`src/rtl/requant_share_scheduler.sv`:
```
// Round-robin arbiter feeding one shared rounding/saturation unit through a
// register stage, with a back-pressurable result register and saturation stats.
module requant_share_scheduler #(
  parameter  int NUM_REQ   = 4,
  parameter  int ACC_WIDTH = 42,
  parameter  int OUT_WIDTH = 16,
  parameter  int CNT_WIDTH = 16,
  localparam int ID_W      = $clog2(NUM_REQ)
) (
  input  logic                           clk,
  input  logic                           rst_n,
  input  logic                           en,
  input  logic [NUM_REQ-1:0]             req_valid,
  input  logic [NUM_REQ*ACC_WIDTH-1:0]   req_data,
  output logic [NUM_REQ-1:0]             req_ready,
  output logic [ACC_WIDTH-1:0]           ru_data_in,
  output logic                           ru_valid_in,
  input  logic [OUT_WIDTH-1:0]           ru_data_out,
  input  logic                           ru_overflow,
  input  logic                           ru_underflow,
  output logic                           out_valid,
  output logic [OUT_WIDTH-1:0]           out_data,
  output logic [ID_W-1:0]                out_id,
  input  logic                           out_ready,
  input  logic                           sat_clear,
  output logic [NUM_REQ-1:0]             sat_flag,
  output logic [CNT_WIDTH-1:0]           ovf_cnt,
  output logic [CNT_WIDTH-1:0]           unf_cnt,
  output logic                           busy
);

  typedef enum logic [1:0] {IDLE = 2'd0, ACTIVE = 2'd1, DRAIN = 2'd2} state_e;

  state_e                 state_q;
  logic [ID_W-1:0]        ptr_q, ptr_d;
  logic [ACC_WIDTH-1:0]   ru_data_q;
  logic                   ru_vld_q;
  logic [ID_W-1:0]        s0_id_q;
  logic [OUT_WIDTH-1:0]   out_data_q;
  logic                   out_vld_q;
  logic [ID_W-1:0]        out_id_q;
  logic [NUM_REQ-1:0]     sat_flag_q, sat_flag_d;
  logic [CNT_WIDTH-1:0]   ovf_q, ovf_d, unf_q, unf_d;

  logic                   adv, pipe_busy, gnt_vld;
  logic [ID_W-1:0]        gnt_id;
  logic [NUM_REQ-1:0]     gnt_oh;
  logic [ID_W:0]          cand;
  logic [ACC_WIDTH-1:0]   gnt_word;

  assign adv       = !out_vld_q || out_ready;
  assign pipe_busy = ru_vld_q || out_vld_q;

  // Search upward from ptr; cand has one spare bit so the wrap is a subtract.
  always_comb begin
    gnt_vld = 1'b0;
    gnt_id  = '0;
    gnt_oh  = '0;
    cand    = '0;
    if (adv && state_q == ACTIVE) begin
      for (int k = 0; k < NUM_REQ; k++) begin
        cand = {1'b0, ptr_q} + (ID_W+1)'(k);
        if (cand >= (ID_W+1)'(NUM_REQ)) cand = cand - (ID_W+1)'(NUM_REQ);
        if (!gnt_vld && req_valid[cand[ID_W-1:0]]) begin
          gnt_vld = 1'b1;
          gnt_id  = cand[ID_W-1:0];
        end
      end
      gnt_oh[gnt_id] = gnt_vld;
    end
  end

  assign gnt_word = req_data[gnt_id*ACC_WIDTH +: ACC_WIDTH];

  always_comb begin
    ptr_d = ptr_q;
    if (gnt_vld) ptr_d = (gnt_id == ID_W'(NUM_REQ-1)) ? '0 : gnt_id + ID_W'(1);
  end

  // Clear first, then apply this cycle's event so a colliding event survives.
  always_comb begin
    sat_flag_d = sat_clear ? '0 : sat_flag_q;
    ovf_d      = sat_clear ? '0 : ovf_q;
    unf_d      = sat_clear ? '0 : unf_q;
    if (adv && ru_vld_q) begin
      if (ru_overflow  && ovf_d != {CNT_WIDTH{1'b1}}) ovf_d = ovf_d + CNT_WIDTH'(1);
      if (ru_underflow && unf_d != {CNT_WIDTH{1'b1}}) unf_d = unf_d + CNT_WIDTH'(1);
      if (ru_overflow || ru_underflow) sat_flag_d[s0_id_q] = 1'b1;
    end
  end

  always_ff @(posedge clk or negedge rst_n) begin
    if (!rst_n) begin
      state_q    <= IDLE;
      ptr_q      <= '0;
      ru_data_q  <= '0;
      ru_vld_q   <= 1'b0;
      s0_id_q    <= '0;
      out_data_q <= '0;
      out_vld_q  <= 1'b0;
      out_id_q   <= '0;
      sat_flag_q <= '0;
      ovf_q      <= '0;
      unf_q      <= '0;
    end else begin
      case (state_q)
        IDLE:    if (en) state_q <= ACTIVE;
        ACTIVE:  if (!en) state_q <= pipe_busy ? DRAIN : IDLE;
        DRAIN:   if (en) state_q <= ACTIVE;
                 else if (!pipe_busy) state_q <= IDLE;
        default: state_q <= IDLE;
      endcase
      ptr_q <= ptr_d;
      // S1 captures the rounding result of S0 while S0 takes the new grant.
      if (adv) begin
        out_data_q <= ru_data_out;
        out_vld_q  <= ru_vld_q;
        out_id_q   <= s0_id_q;
        ru_vld_q   <= gnt_vld;
        if (gnt_vld) begin
          ru_data_q <= gnt_word;
          s0_id_q   <= gnt_id;
        end
      end
      sat_flag_q <= sat_flag_d;
      ovf_q      <= ovf_d;
      unf_q      <= unf_d;
    end
  end

  assign req_ready   = gnt_oh;
  assign ru_data_in  = ru_data_q;
  assign ru_valid_in = ru_vld_q;
  assign out_valid   = out_vld_q;
  assign out_data    = out_data_q;
  assign out_id      = out_id_q;
  assign sat_flag    = sat_flag_q;
  assign ovf_cnt     = ovf_q;
  assign unf_cnt     = unf_q;
  assign busy        = (state_q != IDLE);

endmodule
```
`config.mk`:
```
export PLATFORM = sky130hd
export DESIGN_NAME = requant_share_scheduler
export DESIGN_NICKNAME = d
export VERILOG_FILES = /design/src/rtl/requant_share_scheduler.sv
export SDC_FILE = /design/constraint.sdc
export NUM_CORES = 1
export LEC_CHECK = 0
export ABC_AREA = 0
export BUFFER_PORTS_ARGS = -buffer_cell sky130_fd_sc_hd__buf_4
export CAP_MARGIN = 20
export CORE_ASPECT_RATIO = 1.75
export CORE_MARGIN = 2
export CORE_UTILIZATION = 47
export DETAILED_ROUTE_END_ITERATION = 8
export PLACE_DENSITY = 0.86
export SLEW_MARGIN = 20
export SYNTH_ARGS = -nofsm -noshare
export SYNTH_HDL_FRONTEND = slang
export SYNTH_SLANG_ARGS = --single-unit
```
`constraint.sdc`:
```
create_clock -name clk -period 2.7 [get_ports clk]
set_clock_uncertainty 0.2 [all_clocks]
set_input_delay 0.54 -clock clk [delete_from_list [all_inputs] [get_ports clk]]
set_output_delay 0.54 -clock clk [all_outputs]
set_load 0.05 [all_outputs]
```
Word-level counts from Yosys, hierarchy flattened. Cells that the tools add are included.

Input bits: 195. Word-level logic and storage cells: 117. Output and inout bits: 103. Flip-flop bits (word level): 104.

$add $sub $neg: 10. Muxes and demuxes: 52. Reduce and logical (&&, ||, !) cells: 20. Equality and inequality tests: 8. Shift-type cells: 1. Bitwise gates (word level): 2. Multipliers: 1. $lt $le $gt $ge: 12.

Operators with widths (count): 168-bit by 9-bit indexed part select with 42-bit output (1); 16-bit two-way mux (6); 2-bit two-way mux (20); 16-bit by 1-bit adder with 16-bit output, second input constant (2); 16-bit inequality test, second input constant (2); 2-bit by 3-bit less-than comparator with 1-bit output, second input constant (6); 4-bit two-way mux (4); 1-bit two-way mux (15); 3-bit >= comparator, second input constant (3); 1-bit logical AND (9); 1-bit binary-select mux with 2-bit select (4); 2-bit by 1-bit subtractor with 2-bit output, second input constant (4); 2-bit by 5-bit multiplier with 7-bit output, second input constant (1); 2-bit by 2-bit adder with 3-bit output, second input constant (2); 2-bit one-hot mux with 3 select lines (1); 4-bit AND (1); 1-bit demux with 2-bit select (2); 2-bit equality test, second input constant (2); 2-bit by 1-bit >= comparator with 1-bit output, second input constant (2); 1-bit zero test (4); 2-bit inequality test, second input constant (2); 4-bit bitwise OR (1); 2-bit by 1-bit adder with 3-bit output, second input constant (1); 2-bit by 3-bit >= comparator with 1-bit output, second input constant (1); other kinds (8) (10).

Logic depth before layout (Yosys ltp). Gate-level depths: netlist of the first run.

Depth in word-level cells: 26. Mapped depth: 10. Mapped depth without buffers: 7.

Worst setup path before layout of the first run. No wires, ideal clock.

Kind: reg2out. From: reg out_vld_q, in the netlist out_valid. To: out req_ready[1]. Arrival time: 2.817 ns. Required time: 1.960 ns. Slack: -0.857 ns. Buffers on the path: 3. Cell stages (with the launch flop): 7. Cell sequence: dfrtp_1 -> nor2b_4 -> or4b_1 -> clkbuf_1 -> buf_2 -> buf_1 -> nor3_1.

Cells in the longest elaborated chain, start to end: 4.

Ends and longest elaborated chain: from (decl) (RTL line 40) `logic out_vld_q;`; from (signal assigned) (RTL line 117) `out_vld_q <= ru_vld_q;`; 1-bit zero test (RTL line 51) `assign adv = !out_vld_q || out_ready;`; 1-bit logical OR (RTL line 51); 1-bit logical AND (RTL line 60) `if (adv && state_q == ACTIVE) begin`; 4-bit two-way mux (RTL line 60); to (decl) (RTL line 15) `output logic [NUM_REQ-1:0] req_ready,`.

Every way passes these cells.

Final worst setup path of the first run.
From: reg out_vld_q, in the netlist out_valid. To: out req_ready[0].

The elaborated chain is that of the path after synthesis.

==> results of run 1 <==
==> how the worst max path moves through the flow <==
stage | startpoint | to | slack, ns | cells past startpoint
2_1_floorplan | out_valid$_DFFE_PN0N_ | req_ready[1] | -0.08 | 6
3_3_place_gp | req_valid[2] | req_ready[3] | -0.004 | 6
3_5_place_dp | req_valid[2] | req_ready[3] | -0.04 | 6
4_1_cts | out_valid$_DFFE_PN0N_ | req_ready[1] | 0.01 | 5
5_1_grt | out_valid$_DFFE_PN0N_ | req_ready[1] | -0.02 | 5
6_report | out_valid$_DFFE_PN0N_ | req_ready[0] | 0.04 | 5
==> sequential cells by signal, indices dropped and copies added (netlist names) <==
name,flops
out_data,16
out_id,2
out_valid,1
ovf_cnt,16
ptr_q,2
ru_data_in,42
ru_valid_in,1
s0_id_q,2
sat_flag,4
state_q,2
unf_cnt,16
==> layout make-up <==
| type | instances | area [µm²] | area share |
|---|---|---|---|
| Inverter | 7 | 26.3 | 0.00284 |
| Timing Repair Buffer | 343 | 2660 | 0.287 |
| Tap cell | 171 | 214 | 0.0231 |
| Multi-Input combinational cell | 495 | 3440 | 0.372 |
| Clock inverter | 7 | 86.3 | 0.00933 |
| Sequential cell | 104 | 2610 | 0.282 |
| Clock buffer | 9 | 225 | 0.0243 |
==> worst max-delay path, stage by stage (launching register included) <==
cell and delay (ns):
dfrtp_2 0.41, nor2b_4 0.14, or4b_4 0.56, a21o_1 0.21, nor2_4 0.10, buf_8 0.16
==> layer usage <==
layer / GRT usage / vias to the layer above / part of all wire
met3: 0.0660 / 64 / 0.076
met2: 0.521 / 341 / 0.52
met4: 0.155 / 0 / 0.051
met1: 0.329 / 3143 / 0.35
met5: 0 / - / 0
li1: - / 3029 / -
==> cells in the mapped netlist (2+ instances only) <==
cell type / n
buf_2: 8
and2_1: 3
nor3_2: 2
o22ai_1: 2
nor4b_1: 2
a21o_1: 45
nand2b_1: 10
buf_1: 3
nand2_1: 115
and4_1: 3
o211ai_1: 43
mux2_2: 5
o31ai_1: 42
mux2_1: 2
buf_6: 8
nor3_1: 5
nor2_1: 17
dfrtp_1: 104
and4b_1: 2
and3_1: 4
inv_1: 7
o2111ai_1: 8
nand3_1: 13
nor4_1: 3
xor2_1: 4
xnor2_1: 22
clkbuf_1: 39
nand4_1: 46
a31oi_1: 2
mux2i_1: 42
o21ai_0: 5
a211oi_1: 2
nor2b_1: 24
a311oi_1: 2
ha_1: 2
==> stage by stage <==
| stage | cell area [µm²] | setup slack [ns] | total power (W) | util | hold WS, ns |
|---|---|---|---|---|---|
| detailed placement | 8750 | -0.0367 | 0.00684 | 0.676 | 0.257 |
| CTS | 9110 | 0.0128 | 0.00826 | 0.704 | 0.145 |
| floorplan | 6320 | -0.0756 | 0.00538 | - | 0.0444 |
| global route | 9250 | -0.0180 | 0.00874 | 0.715 | 0.146 |
| finish | 9250 | 0.0442 | 0.00836 | 0.715 | 0.160 |
| global placement | 8750 | -0.00403 | 0.00676 | 0.676 | 0.251 |
==> power breakdown <==
| group | internal (W) | switching, W | leakage [nW] |
|---|---|---|---|
| logic | 0.00163 | 0.00307 | 3.00 |
| clock network | 0.000740 | 0.000642 | 0.150 |
| registers | 0.00199 | 0.000284 | 1.34 |
| total | 0.00436 | 0.00400 | 4.49 |
==> kinds of logic after synthesis <==
| kind of cell | share of synthesized area |
|---|---|
| simple gates | 0.212 |
| compound gates | 0.199 |
| flops | 0.417 |
| buf+inv | 0.0515 |
| mux | 0.0800 |
| xor+xnor | 0.0365 |
| fa+ha+maj | 0.00401 |
==> timing repair <==
action                                 in CTS  in global routing
pin swaps                                   0                  7
resized for setup                           8                 11
hold buffers                                1                  0
setup buffers                               1                  9
setup endpoints to repair                   4                  4
endpoints found under the hold margin      30                  0
gates cloned                                0                  1
==> run metrics, run 1 <==
top-area cell type share of the netlist area 0.417; CTS tree yes; Pleak 4.49 nW; syn_nets 862; cell count after synthesis 665; full die area roughly 0.014 mm²; worst-path fanout max 3; port bufs 297; area of the mapped netlist 0.00624 mm²; Ports 298; Residual DRC 0; TritonCTS Buffers 9; die outline height 156 µm; leading area contributor after synthesis dfrtp_1; Slew @ Worst Pin 0.536 ns; max-slew violations 0; Final Net Count about 1.2k; Routability Congestion 0.864; Std-Cell Rows 55; commonest non-fill, non-tap cells in the layout 334 x buf_4, 115 x nand2_1, 102 x dfrtp_1, 46 x nand4_1, 45 x a21o_1; grt total ovfl 0; Synth Register Bits 104; Max Fclk around 380 MHz; core area 0.0129 mm²; YS warnings 0; outcome completed; dominant synthesized flop cell dfrtp_1; share of post-route cells with drive strength above 1 0.405; htree depth 3; FF-to-FF setup slack around 0.36 ns; hpwl dp 16200 µm; DR vias 6577; post-route ant nets 0; Post-Route Setup TNS 0 ns; pin count of the biggest net entering global routing 49; area grow syn2layout 48.3%; root buffer selected by CTS clkbuf_16; Worst Reg-to-Reg Cells 7; vias in the first global route 6500; initial antenna violation count 0; fill count 1035; startpoint types register; non-filler cells, final 1136; DR pass1 iterations 4; via-per-instance ratio 5.79; period utilisation layout 0.984; Hold Path Origin en; DR iter-0 viols about 320; Setup Viol. Count Final 0; count of different cell masters after synthesis 54; placed cells 1108; maximum capacitance violations 0; Crit path required time approximately 2.0 ns; Initial Util 0.482; worst r2r src out_valid$_DFFE_PN0N_; clk_lat worst skew 0.34 ns; Period minus WS final 2.66 ns; Power per Cell Area roughly 900 mW/mm²; first-pass GRT wire length 33100 µm; dominant cells by area after synthesis dfrtp_1 42%, nand2_1 6.9%, mux2i_1 6.7%, a21o_1 5.4%, o211ai_1 5.2%; critical path class reg -> out; Max IR drop VDD 0.000565 V; sequential share of the synthesized area 0.417; Crit. End Element output port; # diodes 0; WL final 21700 µm; Min-Delay Endpoint state_q[1]$_DFFE_PN0P_; fraction of registers with async set/reset 1.00; synthesized area per cell 9.38 µm²; relative slew slack 0.642; drt wl/cell 19.1 µm; Critical Path AT 1.92 ns; final hold vios 0; Worst-path clk slew 0.07 ns; RSZ-0062 raised after global routing true; clk buf depth 2; commonest non-fill, non-tap cell in the layout buf_4; HP Class in -> reg; number of synthesized flops with an enable pin 0; reg2reg end ovf_cnt[15]$_DFF_PN0_; Hold Path Stages 2; total track usage 0.295; die width a little over 90 µm; CTS sink cnt about 100
(Power assumes the default switching activity.)
==> run 2, diff against run 1 <==
--- a/config.mk
+++ b/config.mk
@@ -8,11 +8,10 @@
 export ABC_AREA = 0
 export BUFFER_PORTS_ARGS = -buffer_cell sky130_fd_sc_hd__buf_4
 export CAP_MARGIN = 20
-export CORE_ASPECT_RATIO = 1.75
 export CORE_MARGIN = 2
-export CORE_UTILIZATION = 47
+export CORE_UTILIZATION = 51
 export DETAILED_ROUTE_END_ITERATION = 8
-export PLACE_DENSITY = 0.86
+export PLACE_DENSITY = 0.92
 export SLEW_MARGIN = 20
 export SYNTH_ARGS = -nofsm -noshare
 export SYNTH_HDL_FRONTEND = slang
==> constraint.sdc (replaced) <==
create_clock -name clk -period 3.3 [get_ports clk]
set_clock_uncertainty 0.2 [all_clocks]
set_input_delay 0.66 -clock clk [delete_from_list [all_inputs] [get_ports clk]]
set_output_delay 0.66 -clock clk [all_outputs]
set_load 0.05 [all_outputs]
==> run metrics, run 2 (same netlist as run 1, synthesis figures left out) <==
hpwl dp 14800 µm (-8.4%); DR vias 6396 (-2.8%); Crit path required time 2.44 ns (+0.48 ns); reg2reg end unf_cnt[5]$_DFF_PN0_; grt total ovfl 0 (unchanged); FF-to-FF setup slack 0.77 ns (+0.41 ns); worst-path cell chain nor2b_4, buf_4, nor4b_1, nand3_2, nor2_1, buf_4; Std-Cell Rows 40 (-27%); worst slack, placed 0.270 ns (+0.307 ns); number of gates resized after CTS 0 (-8); DR iter-0 viols 618 (+94%); net load switching power 0.00321 W (-20%); clk buf depth 2 (unchanged); Period minus WS final 3.08 ns; commonest non-fill, non-tap cells in the layout 310 x buf_4, 115 x nand2_1, 104 x dfrtp_1, 46 x nand4_1, 44 x a21o_1; Slew @ Worst Pin 0.700 ns (+0.164 ns); vias in the first global route 6340 (-2.5%); Core Util, Final 0.740 (+0.0249); port bufs 297 (unchanged); most frequent CP cell buf_4; final hold vios 0 (unchanged); worst r2r src unf_cnt[0]$_DFF_PN0_; Routability Congestion 0.905 (+4.7%); Worst Reg-to-Reg Cells 7 (unchanged); full die area 0.0131 mm² (-7.8%); Post-CTS Hold Buffers 0 (-1); share of post-route cells with drive strength above 1 0.378 (-0.0272); DR pass1 iterations 5 (+1); Post-Route Setup TNS 0 ns (unchanged); Sw Share 0.483 (+0.00438); critical path class reg -> out; drt wl/cell 19.2 µm (+0.42%); initial antenna violation count 0 (unchanged); root buffer selected by CTS clkbuf_16; die width 115 µm (+26%); Residual DRC 0 (unchanged); WL final 20700 µm (-4.4%); setup bufs post-CTS 0 (-1); CTS tree yes; share of power burned in registers 0.280 (+0.009); worst-path fanout max 21 (+18); TritonCTS Buffers 9 (unchanged); # diodes 0 (unchanged); htree depth 3 (unchanged); Critical Path Sink req_ready[2]; Design Power 0.00665 W (-20%); RSZ-0062 raised after global routing false; area grow syn2layout 41.9%; Ports 298 (unchanged); CP max stage cell nor4b_1; Critical Path AT 2.22 ns (+0.30 ns); Max IR drop VDD 0.000471 V (-17%); max-slew violations 0 (unchanged); worst setup path start out_valid$_DFFE_PN0N_; first-pass GRT wire length 31800 µm (-3.7%); total track usage 0.310 (+0.0154); Power per Cell Area 752 mW/mm² (-17%); post-route ant nets 0 (unchanged); maximum capacitance violations 0 (unchanged); Final Net Count 1126 (-2.7%); Setup Viol. Count Final 0 (unchanged); relative slew slack 0.527 (-0.115); period utilisation layout 0.934; Largest register FFs 42 (unchanged); Clock Power Share 0.171 (+0.006); fill count 880 (-15%); die outline height 115 µm (-27%); pin count of the biggest net entering global routing 58 (+18%); core area 0.0120 mm² (-7.5%); Largest stage delay, worst path 0.65 ns (+0.09 ns); worst hold slack 0.124 ns (-0.0352 ns); Max Fclk about 320 MHz; Logic pwr share 0.549 (-0.014); commonest non-fill, non-tap cell in the layout buf_4; outcome completed; CTS sink cnt 104 (unchanged); Initial Util 0.522 (+0.0393); Pleak 4.29 nW (-4.4%); startpoint types register; setup slack after layout 0.218 ns (+0.174 ns); Crit. End Element output port; HP Class in -> async; clk_lat worst skew 0.36 ns (+0.02 ns); Cell Int Power 0.00344 W (-21%); via-per-instance ratio 5.92 (+2.2%); Worst-path clk slew 0.08 ns (about the same)
-- run 2: changes by cell type in the layout (fill, tap and decap cells not counted), moves of 2 or more --
cell,before,now
buf_4,334,310
nor3_2,1,3
buf_8,2,0
dfrtp_2,2,0
clkinv_4,2,0
dfrtp_1,102,104
nor3_4,3,0
nor2_4,2,0
buf_6,2,0
-- run 2: worst min-delay path by stage --
| stage | startpoint | end | cells after the start |
|---|---|---|---|
| floorplan | rst_n | out_data[0]$_DFFE_PN0N_ | 0 |
| global placement | out_data[7]$_DFFE_PN0N_ | out_data[7]$_DFFE_PN0N_ | 2 |
| detailed placement | out_data[7]$_DFFE_PN0N_ | out_data[7]$_DFFE_PN0N_ | 2 |
| CTS | rst_n | out_data[8]$_DFFE_PN0N_ | 1 |
| global route | rst_n | out_data[8]$_DFFE_PN0N_ | 1 |
| finish | rst_n | out_data[8]$_DFFE_PN0N_ | 1 |
-- run 2: stage by stage --
stage | instances | instance area [µm²]
2_1_floorplan | 665 | 6250
5_1_grt | 1081 | 8850
3_3_place_gp | 1065 | 8540
6_report | 1081 | 8850
4_1_cts | 1081 | 8850
3_5_place_dp | 1065 | 8540
-- run 2: area by class of cell --
type	count	area, µm²	area share
multi-input combinational	495	3360	0.380
sequential	104	2600	0.294
timing repair buffer	312	2370	0.267
clock buffer	9	225	0.0254
tap	147	184	0.0208
clock inverter	7	85.1	0.00961
inverter	7	26.3	0.00297
-- run 2: worst max-delay path, delay by kind of cell (launching register included) --
family	cells	cell delay, ns
buf+inv	2	0.41
flops	1	0.41
simple gates	4	1.05
-- run 2: power by group through the flow --
stage,sequential [W],clock [W],combinational (W)
after floorplan,0.00296,0,0.00141
after global placement,0.00186,0,0.00359
after detailed placement,0.00188,0,0.00365
after CTS,0.00186,0.00115,0.00365
after global routing,0.00190,0.00120,0.00384
final,0.00186,0.00114,0.00365
-- run 2: layer usage --
| metal | GRT usage | routed length [µm] | vias up |
|---|---|---|---|
| li1 | - | - | 2955 |
| met1 | 0.367 | 7660 | 3048 |
| met2 | 0.522 | 10400 | 339 |
| met3 | 0.0879 | 1840 | 54 |
| met4 | 0.143 | 808 | 0 |
| met5 | 0 | 0 | - |
==> run 3, diff against run 2 <==
--- a/config.mk
+++ b/config.mk
@@ -5,13 +5,14 @@
 export SDC_FILE = /design/constraint.sdc
 export NUM_CORES = 1
 export LEC_CHECK = 0
-export ABC_AREA = 0
+export ABC_AREA = 1
 export BUFFER_PORTS_ARGS = -buffer_cell sky130_fd_sc_hd__buf_4
 export CAP_MARGIN = 20
+export CORE_ASPECT_RATIO = 1.75
 export CORE_MARGIN = 2
-export CORE_UTILIZATION = 51
+export CORE_UTILIZATION = 52
 export DETAILED_ROUTE_END_ITERATION = 8
-export PLACE_DENSITY = 0.92
+export PLACE_DENSITY = 0.91
 export SLEW_MARGIN = 20
 export SYNTH_ARGS = -nofsm -noshare
 export SYNTH_HDL_FRONTEND = slang
==> run metrics, run 3 <==
outcome completed; number of synthesized flops with an enable pin 0 (unchanged); startpoint types register; Post-Route Setup TNS 0 ns (unchanged); clk_lat worst skew 0.34 ns (-0.02 ns); area grow syn2layout 37.9%; Period minus WS final 3.11 ns (+0.0308 ns); pin count of the biggest net entering global routing 89 (+53%); Critical Path Sink req_ready[1]; Crit path depth 12 (+6); reg2reg end ru_data_in[39]$_DFFE_PN0P_; Synth Register Bits 104 (unchanged); CP delay by family, top simple AND/OR/NAND/NOR gates; main combinational cell family by area after synthesis simple AND/OR/NAND/NOR gates; cell count after synthesis 1064 (+60%); HP Class in -> async; die outline height 156 µm (+36%); hpwl dp 16400 µm (+11%); worst setup path start ptr_q[0]$_DFFE_PN0P_; leading area contributor after synthesis dfrtp_1; relative slew slack 0.498 (-0.0289); # diodes 0 (unchanged); setup slack after layout 0.188 ns (-0.0308 ns); die width 90.8 µm (-21%); fill count 1067 (+21%); CP Buf/Inv Count 3 (+1); worst hold slack 0.105 ns (-0.0192 ns); Reg area 0.00260 mm² (about the same); period utilisation layout 0.943 (+0.00933); Largest stage delay, worst path 0.49 ns (-0.16 ns); CP max stage cell dfrtp_2; htree depth 3 (unchanged); sequential share of the synthesized area 0.379 (-0.0377); share of post-route cells with drive strength above 1 0.253 (-0.125); synth cell count leaders 458 x nand2_1, 174 x inv_1, 104 x dfrtp_1, 102 x nand3_1, 59 x nor2_1; dominant cells by area after synthesis dfrtp_1 38%, nand2_1 25%, inv_1 9.5%, nand3_1 7.4%, o21bai_1 4.6%; Critical Path AT 2.25 ns (+0.03 ns); Max IR drop VDD 0.000599 V (+27%); Max Fclk 321 MHz (-0.99%); Routability Congestion 0.942 (+4.2%); Ports 298 (unchanged); Crit. End Element output port; Largest register FFs 42 (unchanged); design area 0.00946 mm² (+6.9%); first-pass GRT wire length 34000 µm (+6.8%); initial antenna violation count 0 (unchanged); Slew @ Worst Pin 0.751 ns (+0.0504 ns); fraction of registers with async set/reset 1.00 (unchanged); total track usage 0.297 (-0.0130); DR iter-0 viols 325 (-47%); Crit path required time 2.44 ns (about the same); final hold vios 0 (unchanged); DR vias 7621 (+19%); most frequent CP cell nand2_1; RSZ-0062 raised after global routing false; count of different cell masters after synthesis 29 (-46%); Residual DRC 0 (unchanged); core area 0.0129 mm² (+8.2%); placed cell area 0.00916 mm² (+7.3%); CTS tree yes; Worst Reg-to-Reg Cells 17 (+10); worst-path cell chain inv_4, nand2_1, nand2_1, nand2_1, nand2_1, nand2_1, nand3_1, nand2_2, inv_1, nand2_4, nor2_1, buf_4; Worst-path clk slew 0.08 ns (about the same); maximum capacitance violations 0 (unchanged); dominant synthesized flop cell dfrtp_1; worst r2r src ptr_q[0]$_DFFE_PN0P_; TritonCTS Buffers 9 (unchanged); WL final 21500 µm (+3.7%); Std-Cell Rows 55 (+38%); simple-gate share of the synthesized area 0.379 (+0.167); CTS sink cnt 104 (unchanged); Synth Area in Compound Gates 0.0611 (-0.138); FF-to-FF setup slack 0.56 ns (-0.21 ns); most common cell in the netlist nand2_1; full die area 0.0142 mm² (+7.8%); DR pass1 iterations 5 (unchanged); port bufs 297 (unchanged); root buffer selected by CTS clkbuf_16; Initial Util 0.530 (+0.00863); Power per Cell Area 828 mW/mm² (+10%); max-slew violations 0 (unchanged); top-area cell type share of the netlist area 0.379 (-0.0377); Multi-input gate area 0.00331 mm² (-1.6%); post-synthesis xor/xnor area fraction 0.0383 (+0.00180); post-route ant nets 0 (unchanged); area of the mapped netlist 0.00686 mm² (+9.9%); synthesized area per cell 6.45 µm² (-31%); grt total ovfl 0 (unchanged); YS warnings 0 (unchanged); critical path class reg -> out; drt wl/cell 14.2 µm (-26%); syn_nets 1261 (+46%); via-per-instance ratio 5.03 (-15%); worst slack, placed 0.314 ns (+0.0438 ns); Pleak 5.55 nW (+29%); multiplexer area fraction after synthesis 0 (-0.0800); post-synthesis adder-cell area fraction 0.00365 (-0.000363); Setup Viol. Count Final 0 (unchanged); commonest non-fill, non-tap cells in the layout 458 x nand2_1, 307 x buf_4, 174 x inv_1, 103 x dfrtp_1, 102 x nand3_1; clk buf depth 2 (unchanged); commonest non-fill, non-tap cell in the layout nand2_1; Final Net Count 1535 (+36%); vias in the first global route 7351 (+16%); worst-path fanout max 15 (-29%)
## run 3: worst reg2reg max path, delay by kind of cell (launching register included)
kind          cells  cell delay, ns
buf+inv           3            0.66
simple gates     14            1.31
flops             1            0.49
## run 3: worst min path at each step
stage	end	slack, ns
4_1_cts	out_data[1]$_DFFE_PN0N_	0.12
3_5_place_dp	out_data[15]$_DFFE_PN0N_	0.27
5_1_grt	out_data[15]$_DFFE_PN0N_	0.13
6_report	out_data[15]$_DFFE_PN0N_	0.11
3_3_place_gp	out_data[9]$_DFFE_PN0N_	0.26
2_1_floorplan	out_data[0]$_DFFE_PN0N_	0.16
## run 3: stage by stage
step            util  instances  power (W)
2_1_floorplan      -       1064    0.00534
3_3_place_gp   0.708       1498    0.00666
3_5_place_dp   0.708       1498    0.00675
4_1_cts        0.731       1514    0.00784
5_1_grt        0.731       1514    0.00831
6_report       0.731       1514    0.00783
## run 3: per-layer routing
layer / part of all wire / track usage
met1: 0.35 / 0.326
met2: 0.52 / 0.530
met3: 0.074 / 0.0585
met4: 0.056 / 0.174
met5: 0 / 0
## run 3: what timing repair did
action | in CTS | in global routing
setup buffers | 0 | 0
gates resized for setup | 0 | 1
hold buffers | 0 | 0
endpoints found under the setup margin | 0 | 4
## run 3: area by class of cell
type	count	share of cell area
clock buffer	9	0.0238
inverter	179	0.0713
sequential	104	0.275
tap	171	0.0226
timing repair buffer	310	0.250
clock inverter	7	0.00780
multi-input combinational	734	0.349
## run 3: power by group
group	switching, W	internal [W]
Sequential	0.000260	0.00167
Combinational	0.00342	0.00141
Clock	0.000534	0.000538
Total	0.00422	0.00361
## run 3: logic make-up after synthesis
kind of cell | after synthesis
and+or+nand+nor | 641
buffers and inverters | 226
DFF | 104
AOI/OAI and AO/OA | 61
xor gates and xnor gates | 30
adders and majority gates | 2
